==> config.mk <==
export PLATFORM = sky130hd
export DESIGN_NAME = free_list_flat
export DESIGN_NICKNAME = d
export VERILOG_FILES = /design/src/rtl/free_list_if.sv /design/src/rtl/free_list.sv /design/src/flat_wrapper.sv
export SDC_FILE = /design/constraint.sdc
export NUM_CORES = 1
export LEC_CHECK = 0
export BUFFER_PORTS_ARGS = -buffer_cell sky130_fd_sc_hd__buf_2
export CAP_MARGIN = 20
export CORE_MARGIN = 2
export CORE_UTILIZATION = 45
export DETAILED_ROUTE_END_ITERATION = 7
export HOLD_SLACK_MARGIN = 0.03
export PLACE_DENSITY = 0.7
export SLEW_MARGIN = 20
export SYNTH_ARGS = -nofsm -noshare
export SYNTH_HDL_FRONTEND = slang
export SYNTH_SLANG_ARGS = --single-unit
==> constraint.sdc <==
create_clock -name clock -period 24 [get_ports clock]
set_clock_uncertainty 0.15 [all_clocks]
set_input_delay 3.6 -clock clock [delete_from_list [all_inputs] [get_ports clock]]
set_output_delay 3.6 -clock clock [all_outputs]
set_load 0.02 [all_outputs]
==> src/rtl/free_list_if.sv <==
// Rename-stage free-list port bundle: dispatch requests, retire frees, flush and grants.
interface free_list_if #(
    parameter int unsigned N_WAY    = 2,
    parameter int unsigned CDB_BITS = 6
);
    logic [N_WAY-1:0]                dis_req;
    logic                            branch_haz;
    logic [N_WAY-1:0]                ret_valid;
    logic [N_WAY-1:0][CDB_BITS-1:0]  ret_pr_old;
    logic [N_WAY-1:0][CDB_BITS-1:0]  pr_freelist;
    logic                            fl_stall;
    logic [CDB_BITS:0]               free_count;

    // Rename/ROB side drives requests and frees, observes grants.
    modport master (
        output dis_req, branch_haz, ret_valid, ret_pr_old,
        input  pr_freelist, fl_stall, free_count
    );

    // Free list side consumes requests and frees, produces grants.
    modport slave (
        input  dis_req, branch_haz, ret_valid, ret_pr_old,
        output pr_freelist, fl_stall, free_count
    );
endinterface

==> src/rtl/free_list.sv <==
// Physical-register free list: circular buffer of tags with speculative head,
// retire tail and architectural head used for single-cycle flush recovery.
module free_list #(
    parameter int unsigned N_WAY    = 2,
    parameter int unsigned XLEN     = 32,
    parameter int unsigned PRF_SIZE = 64,
    parameter int unsigned CDB_BITS = 6,
    parameter int unsigned FL_DEPTH = PRF_SIZE - 1 - XLEN
) (
    input  logic       clock,
    input  logic       reset,
    free_list_if.slave fl
);

    localparam int unsigned PTR_W = CDB_BITS + 1;

    typedef logic [PTR_W-1:0]    ptr_t;
    typedef logic [CDB_BITS-1:0] tag_t;

    tag_t entries_q [PRF_SIZE];
    ptr_t head_q, head_d;
    ptr_t tail_q, tail_d;
    ptr_t arch_head_q, arch_head_d;
    ptr_t free_count_q, free_count_d;
    ptr_t req_cnt;
    ptr_t ret_cnt;
    ptr_t alloc_cnt;
    logic grant;
    tag_t wr_idx [N_WAY];

    // Count requests and retirements; give each valid retire lane its slot after tail.
    always_comb begin
        req_cnt = '0;
        ret_cnt = '0;
        for (int unsigned k = 0; k < N_WAY; k++) begin
            wr_idx[k] = CDB_BITS'(tail_q + ret_cnt);
            req_cnt   = req_cnt + PTR_W'(fl.dis_req[k]);
            ret_cnt   = ret_cnt + PTR_W'(fl.ret_valid[k]);
        end
    end

    // All-or-nothing grant: requesting lanes take consecutive entries from head.
    always_comb begin
        grant          = !fl.branch_haz && (req_cnt <= free_count_q);
        fl.fl_stall    = !grant;
        fl.pr_freelist = '0;
        alloc_cnt      = '0;
        for (int unsigned k = 0; k < N_WAY; k++) begin
            if (grant && fl.dis_req[k]) begin
                fl.pr_freelist[k] = entries_q[CDB_BITS'(head_q + alloc_cnt)];
                alloc_cnt         = alloc_cnt + PTR_W'(1);
            end
        end
    end

    // Pointer next state; a flush rewinds head to the retired point.
    always_comb begin
        tail_d      = tail_q + ret_cnt;
        arch_head_d = arch_head_q + ret_cnt;
        head_d      = head_q;
        if (fl.branch_haz) begin
            head_d = arch_head_q + ret_cnt;
        end else if (grant) begin
            head_d = head_q + req_cnt;
        end
        free_count_d = tail_d - head_d;
    end

    assign fl.free_count = free_count_q;

    // State registers and retire writes into the tag buffer.
    always_ff @(posedge clock or posedge reset) begin
        if (reset) begin
            head_q       <= '0;
            arch_head_q  <= '0;
            tail_q       <= PTR_W'(FL_DEPTH);
            free_count_q <= PTR_W'(FL_DEPTH);
            for (int unsigned i = 0; i < PRF_SIZE; i++) begin
                entries_q[i] <= (i < FL_DEPTH) ? CDB_BITS'(XLEN + 1 + i) : '0;
            end
        end else begin
            head_q       <= head_d;
            arch_head_q  <= arch_head_d;
            tail_q       <= tail_d;
            free_count_q <= free_count_d;
            for (int unsigned k = 0; k < N_WAY; k++) begin
                if (fl.ret_valid[k]) begin
                    entries_q[wr_idx[k]] <= fl.ret_pr_old[k];
                end
            end
        end
    end

    // The buffer can never hold more than the free-able tag population.
    a_no_overflow: assert property (@(posedge clock) disable iff (reset)
        free_count_q <= PTR_W'(FL_DEPTH));

    // Tag 0 means "no register" and must never be returned.
    for (genvar k = 0; k < int'(N_WAY); k++) begin : g_ret_chk
        a_ret_nonzero: assert property (@(posedge clock) disable iff (reset)
            fl.ret_valid[k] |-> (fl.ret_pr_old[k] != '0));
    end

endmodule

==> src/flat_wrapper.sv <==
// flat-port wrapper written by rule: the top's interface ports become plain ports
module free_list_flat 
#(
    parameter int unsigned N_WAY    = 2,
    parameter int unsigned XLEN     = 32,
    parameter int unsigned PRF_SIZE = 64,
    parameter int unsigned CDB_BITS = 6,
    parameter int unsigned FL_DEPTH = PRF_SIZE - 1 - XLEN
)
  (clock, reset, fl_dis_req, fl_branch_haz, fl_ret_valid, fl_ret_pr_old, fl_pr_freelist, fl_fl_stall, fl_free_count);
  free_list_if #(.N_WAY(N_WAY), .CDB_BITS(CDB_BITS)) fl_i ();
  input  logic clock;
  input  logic reset;
  input wire logic [$bits(fl_i.dis_req)-1:0] fl_dis_req;
  input wire logic [$bits(fl_i.branch_haz)-1:0] fl_branch_haz;
  input wire logic [$bits(fl_i.ret_valid)-1:0] fl_ret_valid;
  input wire logic [$bits(fl_i.ret_pr_old)-1:0] fl_ret_pr_old;
  output wire logic [$bits(fl_i.pr_freelist)-1:0] fl_pr_freelist;
  output wire logic [$bits(fl_i.fl_stall)-1:0] fl_fl_stall;
  output wire logic [$bits(fl_i.free_count)-1:0] fl_free_count;
  assign fl_i.dis_req = fl_dis_req;
  assign fl_i.branch_haz = fl_branch_haz;
  assign fl_i.ret_valid = fl_ret_valid;
  assign fl_i.ret_pr_old = fl_ret_pr_old;
  assign fl_pr_freelist = fl_i.pr_freelist;
  assign fl_fl_stall = fl_i.fl_stall;
  assign fl_free_count = fl_i.free_count;
  free_list #(.N_WAY(N_WAY), .XLEN(XLEN), .PRF_SIZE(PRF_SIZE), .CDB_BITS(CDB_BITS), .FL_DEPTH(FL_DEPTH)) u_core (.clock(clock), .reset(reset), .fl(fl_i));
endmodule
### Yosys cells after proc, flatten, opt, wreduce, memory -nomap -nowiden

Cells that the tools add are included.

* add/subtract/negate cells: 8
* order comparisons: 7
* mux-type cells: 19
* bitwise logic cells: 4
* reduce and logical (&&, ||, !) cells: 7

Operator list (count)
* 384-bit bitwise mux: 2
* 384-bit 2-to-1 mux: 2
* 6-bit binary-select mux with 6-bit select: 2
* 6-bit demux with 6-bit select: 2
* 6-bit 2-to-1 mux: 8
* 7-bit greater-or-equal comparator, second input constant: 4
* 6-bit inverter with 7-bit output: 4
* 7-bit by 2-bit adder with 7-bit output: 2
* 7-bit by 1-bit < comparator with 1-bit output, second input constant: 2
* 7-bit 2-to-1 mux: 2
* 6-bit by 1-bit adder with 6-bit output: 2
* 7-bit adder: 1
* 7-bit less-or-equal comparator: 1
* 7-bit subtractor: 1
* 1-bit logical AND: 5
* 1-bit by 1-bit adder with 2-bit output: 2
* 1-bit logical NOT: 2
* 1-bit 2-to-1 mux: 1

* flip-flop bits (word level): 412
* output and inout bits: 20
* word-level logic and storage cells: 113

### Depth between registers and ports, before layout

* depth in word-level cells: 11
* mapped depth: 19

### Worst setup path after synthesis

OpenSTA, ideal clock, no wires.

* kind: input port to output port
* start: input port fl_dis_req[0]
* end: output port fl_pr_freelist[11]
* arrival: 7.617 ns
* data required time: 20.250 ns
* slack: 12.633 ns
* stages on the path: 18
* cell sequence: ha_1 inv_1 ha_1 nor2_1 nor3_1 or3_1 buf_2 nand2_1 nor2_1 ha_1 xor2_1 buf_1 clkbuf_1 nand2_1 a41oi_1 nand4_1 a311o_1 a211oi_1

* word-level cells in the longest chain between the ends: 11
* elaborated cells between the ends (all ways): 12
* those cells by class: 2 x add/sub; 1 x order compare; 5 x mux; 1 x bitwise; 3 x reduce/logical

RTL lines
* from (decl): line flat_wrapper.sv:14 `input wire logic [$bits(fl_i.dis_req)-1:0] fl_dis_req;`
* 1-bit by 1-bit adder with 2-bit output: line free_list.sv:37 `req_cnt = req_cnt + PTR_W'(fl.dis_req[k]);`
* 7-bit less-or-equal comparator: line free_list.sv:44 `grant = !fl.branch_haz && (req_cnt <= free_count_q);`
* 1-bit logical AND: line free_list.sv:44
* 1-bit logical AND: line free_list.sv:49 `if (grant && fl.dis_req[k]) begin`
* 1-bit 2-to-1 mux: line free_list.sv:49
* 6-bit by 1-bit adder with 6-bit output: line free_list.sv:50 `fl.pr_freelist[k] = entries_q[CDB_BITS'(head_q + alloc_cnt)];`
* 6-bit inverter with 7-bit output (not written as such): line free_list.sv:50
* 6-bit binary-select mux with 6-bit select: line free_list.sv:50
* 6-bit 2-to-1 mux (not written as such) (2 in a row): line free_list.sv:50
* 6-bit 2-to-1 mux *: line free_list.sv:49
* to (decl): line flat_wrapper.sv:18 `output wire logic [$bits(fl_i.pr_freelist)-1:0] fl_pr_freelist;`

Mark *: on every way between the ends. The rest lies on a longest branch, timed or not. The select of a mux whose other input is x is not followed.

### Worst setup path in the final report

* start: input port fl_dis_req[0]
* end: output port fl_pr_freelist[10]

The elaborated chain is that of the path after synthesis.

==> impl_metrics.csv <==
group,metric,value,unit
sta,period_needed,13.08,ns
synthesis,synth_common_cells,"nand2_1, mux2i_1, dfrtp_1",
sta,rsz0062_at_grt,"false",
synthesis,synth_fp_nets,2794,
synthesis,yosysMostFrequentCell,"nand2_1",
detailed_routing,drt_iter0_markers,3132,
sta,tightest_slew,1.23,ns
global_route,antenna_found_initial,6,
critical_path,crit_chain,"buf_2 > ha_1 > inv_1 > ha_1 > nor3b_1 > nor3_1 > or3_1 > nand2_1 > nor2_1 > ha_2 > buf_4 > inv_1 > nand2_1 > a211oi_1 > or4_1 > mux2i_1 > a2111oi_0 > a311oi_1 > buf_2",
synthesis,ys_top_cells_by_area,"dfrtp_1, mux2i_1, mux4_2",
synthesis,synth_area,26800,µm²
power,p_leak,12.0,nW
clock_network,hold_buffers,0,
critical_path,crit_type,"in -> out",
global_route,grt_pass1_wl,145000,µm
placement,io_buffers,38,
global_route,first_global_vias,21400,
worst_hold_path,whs_path_depth,1,
global_route,globalRouteOverflowTotal,0,
critical_path,cp.arrival,9.33,ns
critical_path,r2r_cells,14,
worst_hold_path,worstHoldPathType,"reg -> reg",
power,pwr-share-seq,0.350,
synthesis,ys_types,69,
detailed_routing,wl_per_cell,28.5,µm
power,combPwrFrac,0.462,
critical_path,crit_path_max_incr_delay,0.65,ns
sta,max_slew_margin,0.173,
flow_run,max_cap_viol_count,0,
sta,worst_slack,10.92,ns
global_route,grt_max_degree,157,
outcome,status,"complete, no violations",
sta,max_freq,76.5,MHz
sta,final_hold_viol_count,0,
power,clkPwrFrac,0.187,
synthesis,synth_edf_count,0,
synthesis,async_reset_ff_frac,1.00,
critical_path,worstSetupStartpointType,"input port",
clock_network,numCtsBuffers,47,
power,p_sw,1.82,mW
clock_network,cts.sinks,412,
layout,syn2layout_area_growth,8.41,%
floorplanning,num_rows,89,
synthesis,synth-main-ff-cell,"dfrtp_1",
synthesis,yosysTopAreaCellShare,0.272,
placement,place.gp.congestion,1.07,
clock_network,cts_resized,0,
synthesis,yosys.area.top_type,"dfrtp_1",
clock_network,insertion_delay,0.60,ns
sta,setup_viol,0,
critical_path,worstPathRequired,20.25,ns
sta,timing.setup.tns,0,ns
clock_network,clkTransAtPathRegs,0.06,ns
detailed_routing,vias,22700,
detailed_routing,routed_via_density,6.58,
floorplanning,die_x,248,µm
synthesis,syn_inst,2754,
synthesis,ys_seq_area_frac,0.390,
placement,dpl.hpwl,64400,µm
placement,place_ws,11.09,ns
floorplanning,core,58900,µm²
detailed_routing,firstDrtPassIters,8,
critical_path,r2r_end,"u_core.fl.free_count[6]",
power,power.density,145,nW/µm²
critical_path,r2r_setup_slack,19.68,ns
detailed_routing,drtAntennaViolNets,0,
critical_path,path_max_fanout,50,
layout,nNetsFinal,2670,
floorplanning,fp.dieH,248,µm
synthesis,yosys_warnings,0,
power,peakVddDrop,0.123,mV
detailed_routing,routed_wl,98100,µm
floorplanning,die_area,61500,µm²
power,swShare,0.434,
synthesis,ys_seq_elements,412,
critical_path,critPathCaptureType,"primary output",
critical_path,regToRegStartpoint,"u_core.head_q[0]",
floorplanning,start_util,0.455,
clock_network,clockRootBuffer,"clkbuf_16",
sta,period_share,0.545,
worst_hold_path,hold_path_startpoint,"u_core.arch_head_q[6]",
clock_network,cts.path.max_buffers,3,
clock_network,cts_tree,"built",
clock_network,postCtsSetupBuffers,0,
power,p_int,2.38,mW
layout,drive_gt1_frac,0.178,
sta,finalMaxSlewViolations,0,
floorplanning,ios,39,
worst_hold_path,holdPathEnd,"u_core.arch_head_q[6]",
synthesis,postSynthAreaPerCell,9.73,µm²
detailed_routing,drc,0,
clock_network,h-tree-depth,2,
global_route,track_usage,0.320,
critical_path,crit_slowest_cell,"buf_4",
-- cell families (layout without fill, tap and decap cells) --
kind of cell               Yosys count  after routing  share of synthesized area
AOI/OAI and AO/OA                  499            499                      0.104
xor gates and xnor gates            32             32                     0.0105
adders and majority gates           22             22                     0.0110
buffers and inverters              279            193                     0.0419
DFF                                412            412                      0.390
muxes                              583            583                      0.296
other                                0              2                          0
and+or+nand+nor                    927            927                      0.146
-- cell type report --
cell class	count	area [µm²]
Timing Repair Buffer	82	553
Antenna cell	2	5.00
Sequential cell	412	10500
Tap cell	773	967
Fill cell	5246	29900
Inverter	24	97.6
Multi-Input combinational cell	2063	15300
Clock inverter	19	284
Clock buffer	68	1390
-- worst max-delay path by stage --
| stage | start | to | slack (ns) | depth (start not counted) |
|---|---|---|---|---|
| 3_5_place_dp | fl_dis_req[0] | fl_pr_freelist[10] | 11.09 | 19 |
| 2_1_floorplan | reset | u_core.arch_head_q[0] | 8.99 | 1 |
| 6_report | fl_dis_req[0] | fl_pr_freelist[10] | 10.92 | 19 |
| 5_1_grt | fl_dis_req[0] | fl_pr_freelist[10] | 10.68 | 19 |
| 4_1_cts | fl_dis_req[0] | fl_pr_freelist[10] | 11.09 | 19 |
| 3_3_place_gp | fl_dis_req[0] | fl_pr_freelist[10] | 11.14 | 19 |
-- flip-flops by register name, indices dropped and copies added (netlist names) --
| name | cells |
|---|---|
| u_core.head_q | 7 |
| u_core.fl.free_count | 7 |
| u_core.arch_head_q | 7 |
| u_core.entries_q | 384 |
| u_core.tail_q | 7 |
-- metrics by stage --
step                      hold slack [ns]  std cells  cell area, µm²  utilization  power [mW]
after floorplan                     0.294       2754           26800            -        2.64
after global placement              0.314       3353           27400        0.464        3.30
after detailed placement            0.317       3354           27400        0.465        3.35
after CTS                           0.325       3441           29000        0.493        4.15
after global routing                0.350       3442           29000        0.493        4.36
final                               0.318       3443           29000        0.493        4.21
-- layer usage --
layer | wire length (µm) | vias up | global-route usage
met5 | 57 | - | 0
met3 | 10800 | 317 | 0.0747
li1 | - | 9639 | -
met1 | 37700 | 11200 | 0.427
met4 | 5910 | 8 | 0.165
met2 | 43700 | 1438 | 0.486
-- cells in the final DEF (no fill, tap or decap), types with 6 or more instances in the layout --
| cell | n |
|---|---|
| a2111oi_0 | 8 |
| a211oi_1 | 11 |
| a21oi_1 | 148 |
| a31oi_1 | 20 |
| a32oi_1 | 12 |
| and2_1 | 6 |
| and3_1 | 22 |
| and4_1 | 6 |
| buf_2 | 38 |
| buf_4 | 41 |
| bufinv_16 | 7 |
| clkbuf_1 | 10 |
| clkbuf_16 | 49 |
| clkbuf_8 | 9 |
| clkinv_2 | 8 |
| dfrtp_1 | 288 |
| dfstp_2 | 121 |
| ha_1 | 17 |
| inv_1 | 21 |
| mux2i_1 | 410 |
| mux4_2 | 167 |
| nand2_1 | 495 |
| nand2b_1 | 15 |
| nand3_1 | 81 |
| nand4_1 | 22 |
| nor2_1 | 227 |
| nor3_1 | 13 |
| nor4_1 | 6 |
| o21ai_0 | 259 |
| xnor2_1 | 18 |
| xor2_1 | 12 |
-- worst max-delay path: cells and delay by family --
kind / cells / cell delay, ns
simple gates: 7 / 1.99
buf+inv: 5 / 1.65
compound gates: 3 / 0.95
fa+ha+maj: 3 / 0.90
mux: 1 / 0.20
-- power by group through the flow --
stage | Clock [mW] | Combinational (mW) | Sequential (mW)
global placement | 0 | 1.86 | 1.44
finish | 0.789 | 1.94 | 1.47
detailed placement | 0 | 1.90 | 1.46
global route | 0.820 | 2.05 | 1.49
CTS | 0.795 | 1.90 | 1.45
floorplan | 0 | 1.40 | 1.23
(Power assumes the default switching activity.)
